File: config.mk
export PLATFORM = sky130hd
export DESIGN_NAME = pwm_dds_voice
export DESIGN_NICKNAME = d
export VERILOG_FILES = /design/src/rtl/pwm_dds_voice.sv
export SDC_FILE = /design/constraint.sdc
export NUM_CORES = 1
export LEC_CHECK = 0
export BUFFER_PORTS_ARGS = -buffer_cell sky130_fd_sc_hd__buf_2
export CAP_MARGIN = 0
export CORE_MARGIN = 4
export CORE_UTILIZATION = 40
export DETAILED_ROUTE_END_ITERATION = 12
export PLACE_DENSITY = 0.68
export SLEW_MARGIN = 20
export SYNTH_ARGS = -nofsm -noshare
export SYNTH_HDL_FRONTEND = slang
export SYNTH_SLANG_ARGS = --single-unit
File: constraint.sdc
create_clock -name i_clk -period 9.4 [get_ports i_clk]
set_input_delay 0.47 -clock i_clk [delete_from_list [all_inputs] [get_ports i_clk]]
set_output_delay 0.47 -clock i_clk [all_outputs]
set_load 0.02 [all_outputs]
File: src/rtl/pwm_dds_voice.sv
// pwm_dds_voice: DDS phase accumulator feeding a waveform lookup whose sample
// is rescaled to a programmable PWM period and emitted on a single-bit pin.
// Period length and duty are only ever updated on the period boundary, so a
// mid-period change to i_top or to the waveform never produces a short or
// glitched period.
module pwm_dds_voice #(
  parameter int PHASE_WIDTH  = 32,
  parameter int SAMPLE_WIDTH = 8
) (
  input  logic                    i_clk,
  input  logic                    i_rst,
  input  logic [PHASE_WIDTH-1:0]  i_phase_delta,
  input  logic [SAMPLE_WIDTH-1:0] i_top,
  input  logic                    i_top_valid,
  input  logic [1:0]              i_wave_sel,
  output logic                    o_pwm,
  output logic [SAMPLE_WIDTH-1:0] o_sample,
  output logic                    o_period_start
);

  localparam int PROD_WIDTH = 2 * SAMPLE_WIDTH;

  logic [PHASE_WIDTH-1:0]  r_phase;
  logic [SAMPLE_WIDTH-1:0] r_cnt;
  logic [SAMPLE_WIDTH-1:0] r_top;
  logic [SAMPLE_WIDTH-1:0] r_top_pend;
  logic                    r_pend;
  logic [SAMPLE_WIDTH-1:0] r_duty;

  logic [SAMPLE_WIDTH-1:0] p;
  logic [SAMPLE_WIDTH-1:0] raw;
  logic                    boundary;
  logic [SAMPLE_WIDTH-1:0] next_top;
  logic [SAMPLE_WIDTH:0]   top_plus;
  logic [PROD_WIDTH-1:0]   product;
  logic [SAMPLE_WIDTH-1:0] duty_scaled;
  logic [SAMPLE_WIDTH-1:0] cnt_nxt;
  logic [SAMPLE_WIDTH-1:0] duty_nxt;

  assign p = r_phase[PHASE_WIDTH-1 -: SAMPLE_WIDTH];

  // Waveform lookup from the accumulator top byte; a zero delta forces silence.
  always_comb begin
    raw = '0;
    if (i_phase_delta != '0) begin
      case (i_wave_sel)
        2'b00:   raw = p[SAMPLE_WIDTH-1] ? '1 : '0;
        2'b01:   raw = p;
        2'b10:   raw = p[SAMPLE_WIDTH-1] ? ~{p[SAMPLE_WIDTH-2:0], 1'b0}
                                         :  {p[SAMPLE_WIDTH-2:0], 1'b0};
        default: raw = '0;
      endcase
    end
  end

  // Boundary decisions: period reload, top selection and duty rescaling.
  // A valid top arriving on the boundary cycle itself wins over the shadow.
  always_comb begin
    boundary    = (r_cnt == r_top);
    next_top    = i_top_valid ? i_top : (r_pend ? r_top_pend : r_top);
    top_plus    = {1'b0, next_top} + (SAMPLE_WIDTH + 1)'(1);
    product     = {{SAMPLE_WIDTH{1'b0}}, raw} * {{(SAMPLE_WIDTH-1){1'b0}}, top_plus};
    duty_scaled = SAMPLE_WIDTH'(product >> SAMPLE_WIDTH);
    cnt_nxt     = boundary ? '0 : r_cnt + SAMPLE_WIDTH'(1);
    duty_nxt    = boundary ? duty_scaled : r_duty;
  end

  // Phase accumulator; wraps modulo 2^PHASE_WIDTH, zero delta parks it at 0.
  always_ff @(posedge i_clk) begin
    if (i_rst) begin
      r_phase <= '0;
    end else if (i_phase_delta == '0) begin
      r_phase <= '0;
    end else begin
      r_phase <= r_phase + i_phase_delta;
    end
  end

  // Top shadow register: last valid before the boundary is the one applied.
  always_ff @(posedge i_clk) begin
    if (i_rst) begin
      r_top_pend <= '0;
      r_pend     <= 1'b0;
    end else if (boundary) begin
      r_pend     <= 1'b0;
    end else if (i_top_valid) begin
      r_top_pend <= i_top;
      r_pend     <= 1'b1;
    end
  end

  // PWM period counter plus per-period latched top, duty and sample.
  always_ff @(posedge i_clk) begin
    if (i_rst) begin
      r_cnt          <= '0;
      r_top          <= '1;
      r_duty         <= '0;
      o_sample       <= '0;
      o_period_start <= 1'b0;
    end else begin
      r_cnt          <= cnt_nxt;
      r_duty         <= duty_nxt;
      o_period_start <= boundary;
      if (boundary) begin
        r_top    <= next_top;
        o_sample <= raw;
      end
    end
  end

  // Output pin registered from next-state values so it always equals cnt < duty.
  always_ff @(posedge i_clk) begin
    if (i_rst) begin
      o_pwm <= 1'b0;
    end else begin
      o_pwm <= (cnt_nxt < duty_nxt);
    end
  end

endmodule

==> flow_summary.toml <==
[place]
dpl-instance-area_um2 = 7372
post-place-ws_ps = 1975
dp.cells = 1091
io_buffers = 54
gp_congestion = 0.8959
dp_hpwl_um = 13130

[worst_setup_path]
cp_common_cell = "fa_1"
worstSetupStartpointType = "flop"
path_class = "reg2reg"
cp.required_ps = 9700
worst_path_max_delay_cell = "xnor2_1"
rrSetupSlack_ps = 2010
cp-end-kind = "flop"
crit_family = "adder cells"
r2r_cells = 26
worst_path_largest_cell_delay_ps = 610
timing.rr.start = "r_pend"
crit_buf_inv = 3
cp_data_arrival_time_ps = 7690
cp.depth = 26
rr_endpoint = "o_pwm"
path_max_fanout = 9

[global_route]
use_met3 = 0.03190
grt_max_degree = 55
grt_pass1_wl_um = 28720
track_usage = 0.1779
gr-total-overflow = 0
top_usage_layer = "met2"
globalRouteMet1Util = 0.2439
grt_use_met2 = 0.2893
antenna_found_initial = 0
grt_pass1_vias = 5868

[sta]
setup_ws_ps = 2009
relSlewSlack = 0.4638
worst_pin_slew_ps = 798.6
rsz0062_at_grt = "no"
drv_slew = 0
fmax_mhz = 135.3
period_share = 0.7862
skew_ps = 6.957
layout_min_cycle_time_ps = 7391
setup_viol = 0
finalHoldViolCount = 0
whs_ps = 398.5
final.setup.tns_ps = 0

[pwr]
powerDensity_nw_per_um2 = 302.1
clockPowerShare = 0.150
vdd_drop_max_uv = 163.4
power_mw = 2.315
p_sw_mw = 1.083
seq_power_share = 0.182
p_leak_nw = 3.576
p_int_mw = 1.232
p_sw_frac = 0.4679
combinationalPowerShare = 0.668

[drt]
drtIter0Drc = 322
viasPerCell = 5.380
wl_per_cell_um = 15.10
first_pass_iters = 4
drt_wl_total_um = 16720
dr_total_vias = 5956
drc_errors = 0
ant_nets = 0

[synthesis]
synthCells = 842
async_flop_share = 0
ys_dominant_reg_cell = "dfxtp_1"
syn_nets = 1000
seq_area_frac_synth = 0.2168
synth.area.top_cells = "dfxtp_1, ha_1, fa_1"
synth_seq_cells = 75
synth_top_area_share = 0.2168
synth-edff-count = 0
synth_top_area_cell = "dfxtp_1"
synth.avg_cell_area_um2 = 8.226
synth_area_um2 = 6927
yosysWarnings = 0
synth_cell_types = 73

[clock_tree]
cts_max_path_buffers = 2
root_buffer = "clkbuf_16"
post-cts-setup-buffers = 0
clk_pin_slew_ps = 60
clk-insertion-delay-late_ps = 350
htreeDepth = 3
holdBufCountCts = 0
cts-buffers-inserted = 9
cts_resized = 0
cts_tree = "done"
clock_sinks = 75

[die]
dieArea_um2 = 19490
core_um2 = 16760
die_h_um = 139.6
num_rows = 47
ios = 55
initial_core_util = 0.4133
die_w_um = 139.6

[cells_and_area]
final_cell_mix = "nor2_1, dfxtp_1, ha_1"
multi_input_area_um2 = 5047
utilization = 0.4573
layout.cells.non_filler = 1107
diodes = 0
area_delta_synth_final_pct = 10.64
drive_gt1_frac = 0.1127
final_area_um2 = 7664
nets = 1040
n_fill_cell = 1709
final_common_cell = "nor2_1"
seqCellArea_um2 = 1501

[hold_path]
whs_endpoint = "r_top_pend[5]"
hp-class = "in2reg"
min_path_cells = 3
worstHoldStart = "i_top[5]"

[flow_run]
drv_cap = 0

[status]
status = "complete, no violations"
[power by group through the flow]
stage | Combinational (mW) | Sequential [mW] | Clock, mW
detailed placement | 1.53 | 0.427 | 0
CTS | 1.55 | 0.421 | 0.358
global placement | 1.51 | 0.427 | 0
global route | 1.78 | 0.429 | 0.371
floorplan | 1.23 | 0.412 | 0
finish | 1.55 | 0.421 | 0.348
[cells in the mapped netlist, types with 8 or more instances]
cell type	instances
a211oi_1	10
a21o_1	17
a21oi_1	57
and2_1	8
clkbuf_1	16
dfxtp_1	75
fa_1	41
ha_1	72
inv_1	69
mux2i_1	17
nand2_1	66
nand2b_1	11
nand3_1	22
nand4_1	10
nor2_1	132
nor3_1	15
o211ai_1	11
o21a_1	9
o21ai_0	20
xnor2_1	21
xor2_1	25
[final cells by class]
class	count	area share
inverter	70	0.03429
timing repair buffer	56	0.03722
clock buffer	9	0.02939
sequential	75	0.1959
clock inverter	7	0.008653
multi-input combinational	670	0.6586
tap	220	0.03592
[layer usage]
| metal | vias up | wire [um] |
|---|---|---|
| li1 | 3001 | - |
| met1 | 2829 | 8118 |
| met2 | 109 | 7680 |
| met3 | 17 | 686 |
| met4 | 0 | 234 |
| met5 | - | 0 |
[cells by family after synthesis]
group	after synthesis	share of synthesized area
buffers and inverters	97	0.05455
AND/OR/NAND/NOR	324	0.2287
XOR/XNOR	46	0.05817
AO/OA/AOI/OAI	169	0.1671
adder cells (fa/ha/maj)	113	0.2486
multiplexers	18	0.02619
flip-flops	75	0.2168
[worst register-to-register path, stage by stage (launching register included)]
cell and delay (ps):
dfxtp_1 590, mux2i_1 140, o21a_2 250, inv_1 150
ha_1 210, o211ai_1 150, or2_2 320, xnor2_1 610
nor2_1 170, fa_1 580, fa_1 440, fa_1 550
inv_1 60, fa_1 530, inv_1 40, ha_1 340
a21oi_1 250, o311ai_4 180, a21oi_1 310, xnor2_1 160
mux2i_1 110, ha_1 310, a21o_1 190, a211oi_1 300
nand2_1 100, o221ai_1 170, o21a_1 130
[state kept, by name, indices dropped and copies added, names as in the netlist]
name	flops
r_phase	32
o_sample	8
r_cnt	8
r_duty	8
r_top	8
r_top_pend	8
o_period_start	1
o_pwm	1
r_pend	1
[worst max-delay path by stage]
stage	from	to	slack [ps]
final	r_pend	o_pwm	2010
after global routing	r_pend	o_pwm	1550
after CTS	r_pend	o_pwm	2030
after detailed placement	i_top_valid	o_pwm	1970
after global placement	i_top_valid	o_pwm	2130
after floorplan	i_top_valid	o_pwm	2730
(Power assumes the default switching activity.)
